--- src/rtl/debug_frame_tx.sv ---
// Debug frame transmitter: on a halt edge, snapshots PC, ACC and a cycle
// counter, then streams them as a framed word sequence to a UART.
module debug_frame_tx #(
    parameter int CANT_BITS_OPCODE   = 5,
    parameter int PC_LENGTH          = 11,
    parameter int ACC_LENGTH         = 16,
    parameter int CNT_LENGTH         = 32,
    parameter int OUTPUT_WORD_LENGTH = 8,
    parameter logic [CANT_BITS_OPCODE-1:0]   HALT_OPCODE = '0,
    parameter logic [OUTPUT_WORD_LENGTH-1:0] HEADER_WORD = 8'hA5
) (
    input  logic                          i_clock,
    input  logic                          i_reset,
    input  logic [CANT_BITS_OPCODE-1:0]   i_opcode,
    input  logic [PC_LENGTH-1:0]          i_PC,
    input  logic [ACC_LENGTH-1:0]         i_ACC,
    input  logic                          i_tx_done,
    output logic                          o_tx_start,
    output logic [OUTPUT_WORD_LENGTH-1:0] o_data_tx,
    output logic                          o_busy,
    output logic                          o_frame_done
);

    localparam int W      = OUTPUT_WORD_LENGTH;
    localparam int PC_W   = (PC_LENGTH + W - 1) / W;
    localparam int ACC_W  = (ACC_LENGTH + W - 1) / W;
    localparam int CNT_W  = (CNT_LENGTH + W - 1) / W;
    localparam int N      = 1 + PC_W + ACC_W + CNT_W;
    localparam int K_BITS = $clog2(N);

    localparam logic [K_BITS-1:0]     K_LAST  = K_BITS'(N - 1);
    localparam logic [K_BITS-1:0]     K_ONE   = K_BITS'(1);
    localparam logic [CNT_LENGTH-1:0] CNT_ONE = CNT_LENGTH'(1);

    typedef enum logic [1:0] {
        IDLE  = 2'd0,
        START = 2'd1,
        WAIT  = 2'd2,
        DONE  = 2'd3
    } state_t;

    state_t state, state_n;

    logic [K_BITS-1:0]     k, k_n;
    logic [CNT_LENGTH-1:0] cnt;
    logic [PC_LENGTH-1:0]  snap_pc;
    logic [ACC_LENGTH-1:0] snap_acc;
    logic [CNT_LENGTH-1:0] snap_cnt;
    logic                  halt_q;
    logic                  done_q;
    logic [W-1:0]          data_q;

    logic is_halt;
    logic trigger;
    logic done_edge;

    logic [PC_W*W-1:0]     pc_pad;
    logic [ACC_W*W-1:0]    acc_pad;
    logic [CNT_W*W-1:0]    cnt_pad;
    logic [N-1:0][W-1:0]   frame;
    logic [W-1:0]          word_k;

    assign is_halt   = (i_opcode == HALT_OPCODE);
    assign trigger   = is_halt & ~halt_q;
    assign done_edge = i_tx_done & ~done_q;

    // Free-running cycle counter that sticks at all-ones
    always_ff @(posedge i_clock or posedge i_reset) begin
        if (i_reset) begin
            cnt    <= '0;
            halt_q <= 1'b0;
            done_q <= 1'b0;
        end else begin
            if (cnt != '1)
                cnt <= cnt + CNT_ONE;
            halt_q <= is_halt;
            done_q <= i_tx_done;
        end
    end

    always_ff @(posedge i_clock or posedge i_reset) begin
        if (i_reset) begin
            snap_pc  <= '0;
            snap_acc <= '0;
            snap_cnt <= '0;
        end else if (state == IDLE && trigger) begin
            snap_pc  <= i_PC;
            snap_acc <= i_ACC;
            snap_cnt <= cnt;
        end
    end

    // Fields are zero-padded to whole words, LS word first
    always_comb begin
        pc_pad  = '0;
        acc_pad = '0;
        cnt_pad = '0;
        pc_pad[PC_LENGTH-1:0]   = snap_pc;
        acc_pad[ACC_LENGTH-1:0] = snap_acc;
        cnt_pad[CNT_LENGTH-1:0] = snap_cnt;
        frame = '0;
        frame[0] = HEADER_WORD;
        frame[PC_W:1] = pc_pad;
        frame[PC_W+ACC_W:PC_W+1] = acc_pad;
        frame[N-1:PC_W+ACC_W+1] = cnt_pad;
    end

    assign word_k = frame[k];

    always_ff @(posedge i_clock or posedge i_reset) begin
        if (i_reset) begin
            state  <= IDLE;
            k      <= '0;
            data_q <= '0;
        end else begin
            state <= state_n;
            k     <= k_n;
            if (state == START)
                data_q <= word_k;
        end
    end

    always_comb begin
        state_n = state;
        k_n     = k;
        case (state)
            IDLE: begin
                if (trigger) begin
                    state_n = START;
                    k_n     = '0;
                end
            end
            START: state_n = WAIT;
            WAIT: begin
                if (done_edge) begin
                    if (k == K_LAST) begin
                        state_n = DONE;
                    end else begin
                        k_n     = k + K_ONE;
                        state_n = START;
                    end
                end
            end
            DONE: state_n = IDLE;
            default: begin
                state_n = IDLE;
                k_n     = '0;
            end
        endcase
    end

    always_comb begin
        o_tx_start   = (state == START);
        o_data_tx    = (state == START) ? word_k : data_q;
        o_busy       = (state != IDLE);
        o_frame_done = (state == DONE);
    end

endmodule

--- config.mk ---
export PLATFORM = sky130hd
export DESIGN_NAME = debug_frame_tx
export DESIGN_NICKNAME = d
export VERILOG_FILES = /design/src/rtl/debug_frame_tx.sv
export SDC_FILE = /design/constraint.sdc
export NUM_CORES = 1
export LEC_CHECK = 0
export ABC_CLOCK_PERIOD_IN_PS = 7100
export BUFFER_PORTS_ARGS = -buffer_cell sky130_fd_sc_hd__buf_2
export CAP_MARGIN = 15
export CORE_MARGIN = 2
export CORE_UTILIZATION = 50
export CTS_BUF_LIST = sky130_fd_sc_hd__clkbuf_8
export CTS_CLUSTER_SIZE = 20
export DETAILED_ROUTE_END_ITERATION = 8
export PLACE_DENSITY = 0.65
export SLEW_MARGIN = 20
export SYNTH_ARGS = -nofsm -noshare
export SYNTH_HDL_FRONTEND = slang
export SYNTH_SLANG_ARGS = --single-unit
--- constraint.sdc ---
create_clock -name i_clock -period 7.1 [get_ports i_clock]
set_clock_uncertainty 0.1 [all_clocks]
set_input_delay 1.42 -clock i_clock [delete_from_list [all_inputs] [get_ports i_clock]]
set_output_delay 1.42 -clock i_clock [all_outputs]
set_load 0.02 [all_outputs]
# After elaboration in Yosys (flattened, before gate mapping)
# Index checks and enable logic that the tools add are counted.
# totals
out_inout_bits,11
wordCells,42
input_bits,35
register_bits,107
# op_classes
n_bitwise,4
n_addsub,2
n_eq_ne,8
order_cmp,1
mux,11
n_reduce_logical,7
# ops
operator,count
$add A32 B1 Y32 const B,1
$bmux W8 S4,1
$ne A32 B32 Y1 const B,1
$mux W8,2
$mux W4,3
$pmux W2 S4,1
$pmux W4 S2,1
$mux W2,3
$ne A2 B2 Y1 const B,3
$logic_not A5 Y1,1
$lt A4 B5 Y1 const B,1
$add A4 B1 Y4 const B,1
$eq A2 B2 Y1 const B,2
$eq A4 B4 Y1 const B,1
$reduce_and A4 Y1,1
$reduce_bool A2 Y1,2
$and A1 B1 Y1,2
$eq A2 B1 Y1 const B,1
$logic_not A2 Y1,1
$not A1 Y1,2
$reduce_and A2 Y1,1
$logic_and A1 B1 Y1,1

# Longest topological paths before layout
# depth
depth_word,4
mapped_depth,9
ltp_nobuf,7

# Worst setup path after synthesis
# Ideal clock, no wire load.
# synth_timing
path_type,register -> output
startpoint,register k[1]
endpoint,output o_data_tx[5]
slack_ps,3709
t_required_ps,5580
path_stages_with_launch,7
t_arrival_ps,1871
path_buffers,3
path_cell_list,dfrtp_1 buf_2 buf_2 clkbuf_1 a311oi_1 a211o_1 a31oi_1
# synth_via
elab_chain_len,3
# synth_rtl
item,line_no,source
from (decl),44,"logic [K_BITS-1:0] k, k_n;"
from (signal assigned),117,k <= k_n;
$bmux W8 S4,108,assign word_k = frame[k];
$mux W8 (not written as such),108,
$mux W8,-,
to (decl),19,"output logic [OUTPUT_WORD_LENGTH-1:0] o_data_tx,"
# No other way between the ends. The select of a mux whose other input is x is not followed.

# Worst setup path after layout
# layout_timing
startpoint,register k[1]
endpoint,output o_data_tx[2]
# Same word-level chain as after synthesis.

==> key figures <==
Worst setup path
  • R2R setup slack: 4.71 ns
  • WS Path Type: reg -> out
  • Maximum fanout along the worst path: 24
  • Worst setup EP type: primary output
  • Arr. time, crit path: 2.70 ns
  • CP Launch Type: register
  • Req. time, crit path: 5.58 ns

Timing
  • Number of failing hold endpoints at the final stage: 0
  • Fin Setup TNS: 0 ns
  • Slew @ Worst Pin: 0.973 ns
  • # setup viols final: 0
  • Max-slew headroom: 35.2%
  • RSZ-0062 raised after global routing: false
  • Slew Limit Fails: 0
  • Fmax: 0.237 GHz
  • Fin crit period: 4.22 ns
  • Final worst-path cycle share: 59.4%

Pwr
  • Register share of total power: 51.8%
  • Pint: 1.10 mW
  • Cell Pwr Density: 293 nW/um^2
  • Sw Pwr: 0.511 mW
  • Combinational share of power: 25.4%
  • Switching part of the total: 31.7%
  • LEAKAGE: 2.51 nW
  • VDD IR max: 168 uV
  • Power share of the clock group: 22.7%

GRT
  • Gr usage total: 20.4%
  • First-pass GRT wire length: 17300 um
  • Initial antenna violation count: 0
  • Pin count of the biggest net entering global routing: 75
  • Congestion Overflow GR: 0
  • Number of global-route vias before repair: 3287

Clocking
  • Clock sinks: 107
  • Number of CTS-inserted buffers: 9
  • Maximum buffer depth of the clock tree: 2
  • Root buf cell: clkbuf_8
  • TritonCTS clock tree: done
  • PostCTS Resize Cnt: 0
  • Reg clk slew, reported paths: 0.10 ns
  • H-tree Lvls: 3
  • Post-CTS Hold Fix Bufs: 0
  • Setup bufs post-CTS: 0
  • Worst-skew pair later-pin latency: 0.38 ns

Placed design
  • Placed cell area: 5310 um^2
  • Gpl congestion: 0.809
  • Post-DP HPWL: 7200 um
  • PortBufs: 45

Synthesis
  • Synth Area per Inst: 12.4 um^2
  • Asr flop ratio synth: 100%
  • Number of synthesized register bits: 107
  • Post-synth EDFFs: 0
  • Warnings from Yosys: 0
  • Post-synth top flop: dfrtp_1
  • Cells after synthesis: 405
  • Sequential area share after synthesis: 53.3%
  • Mapped Area: 5020 um^2
  • Synthesized Nets: 443
  • Yosys cell types: 53

Die
  • Die height: 104 um
  • Initial core utilization: 51.4%
  • IO Pins: 46
  • Total core area: 9770 um^2
  • Std-Cell Rows: 36
  • Full die area: 10900 um^2
  • DIE WIDTH: 104 um

Routing
  • # DRC: 0
  • WL/cell: 17.6 um
  • Number of vias per cell: 5.67
  • DRC marker count from the first detailed-route iteration: 186
  • Drt pass-1 iters: 4
  • Routed wire length: 10200 um
  • DRT antenna net count: 0
  • Via Count: 3293

Cells and area
  • Multi-input gate area in the final layout: 2180 um^2
  • Area grow syn2layout: 9.69%
  • Nets: 481
  • Filler instances: 854
  • Layout cells sized above 1: 31.5%
  • Register area: 2680 um^2
  • Post-Layout Inst Area: 5510 um^2
  • Antenna diode count: 0

Hold path
  • HP Class: reg -> reg

Outcome
  • Status: finished, final reports clean

Run
  • Max Cap Viol: 0
## metal layers
layer,up-vias,share of wire (%),track usage (%)
li1,1542,-,-
met4,0,1.3,5.31
met5,-,0,0
met1,1673,47,28.7
met3,10,4.3,5.76
met2,68,47,31.4
## sequential cells by signal, summed over array words and instances, names as in the netlist
name / count
acc_pad: 16
cnt: 32
cnt_pad: 32
data_q: 8
done_q: 1
halt_q: 1
k: 4
snap_pc: 11
state: 2
## metrics by stage
| step | util [%] | power [mW] | hold slack (ns) | instances | setup WS (ns) |
|---|---|---|---|---|---|
| after global placement | 54.3 | 1.25 | 0.374 | 565 | 3.34 |
| after CTS | 56.3 | 1.63 | 0.396 | 581 | 2.82 |
| final | 56.4 | 1.61 | 0.392 | 581 | 2.88 |
| after detailed placement | 54.3 | 1.26 | 0.373 | 565 | 3.25 |
| after global routing | 56.4 | 1.72 | 0.405 | 581 | 2.62 |
| after floorplan | - | 1.14 | 0.352 | 405 | 2.76 |
## cell families (layout without fill, tap and decap cells)
group	Yosys count	after routing	synth area share (%)
adder cells (fa/ha/maj)	3	3	0.747
multiplexers	77	77	19.1
buffers and inverters	31	74	3.29
AND/OR/NAND/NOR	120	120	13.3
XOR/XNOR	23	23	4.01
AO/OA/AOI/OAI	44	44	6.35
flip-flops	107	107	53.3
## layout make-up
type,instances,share of cell area [%]
Tap cell,133,3.02
Multi-Input combinational cell,267,39.6
Clock inverter,3,0.363
Inverter,11,0.795
Timing Repair Buffer,47,4.36
Clock buffer,13,3.25
Sequential cell,107,48.6
## Yosys cell counts (all sizes together) (4+ instances only)
master / number / area (um^2)
a21oi: 13 / 65.1
a31oi: 4 / 25.0
and3: 7 / 43.8
buf: 10 / 86.3
clkbuf: 10 / 37.5
dfrtp: 107 / 2680
inv: 11 / 41.3
mux2: 66 / 747
mux4: 8 / 180
nand2: 24 / 90.1
nand3: 18 / 90.1
nand4: 13 / 87.6
nor2: 25 / 93.8
nor2b: 5 / 31.3
nor3: 8 / 51.3
o21ai: 7 / 35.0
xnor2: 16 / 140
xor2: 7 / 61.3
## power groups by stage
stage	Combinational (mW)	Sequential [mW]	Clock (mW)
finish	0.410	0.836	0.367
global route	0.453	0.854	0.408
floorplan	0.380	0.763	0
detailed placement	0.411	0.847	0
global placement	0.398	0.848	0
CTS	0.414	0.835	0.380
## final timing paths
kind / start / endpoint / cells past startpoint
max: k[1] / o_data_tx[2] / 5
min: cnt_pad[5] / cnt_pad[5] / 1
max reg2reg: k[1] / k[0] / 7
min reg2reg: cnt_pad[5] / cnt_pad[5] / 1
max in group asynchronous: i_reset / data_q[5] / 3
min in group asynchronous: i_reset / cnt_pad[0] / 2
## worst max-delay path, cell delays in order, from the launching register on
cell,delay (ns)
dfrtp_1,1.00
mux4_2,0.60
a21oi_1,0.17
a2bb2oi_1,0.22
a21oi_1,0.11
buf_2,0.20
## placed cells by master, fill, tap and decap left out, types with 3 or more instances in the layout
| cell type | n |
|---|---|
| clkbuf_8 | 13 |
| nor2b_1 | 4 |
| inv_1 | 10 |
| nand4_1 | 12 |
| nand2b_1 | 3 |
| dfrtp_1 | 107 |
| buf_2 | 45 |
| a31oi_1 | 4 |
| xnor2_1 | 16 |
| mux2_1 | 8 |
| o21ai_0 | 7 |
| nand3_1 | 18 |
| mux2i_1 | 3 |
| and4_1 | 3 |
| nor2_1 | 25 |
| a222oi_1 | 3 |
| xor2_1 | 7 |
| ha_1 | 3 |
| mux2_2 | 57 |
| nor3_1 | 7 |
| and3_1 | 7 |
| mux4_2 | 8 |
| a21oi_1 | 13 |
| nand2_1 | 24 |
(Power assumes the default switching activity.)
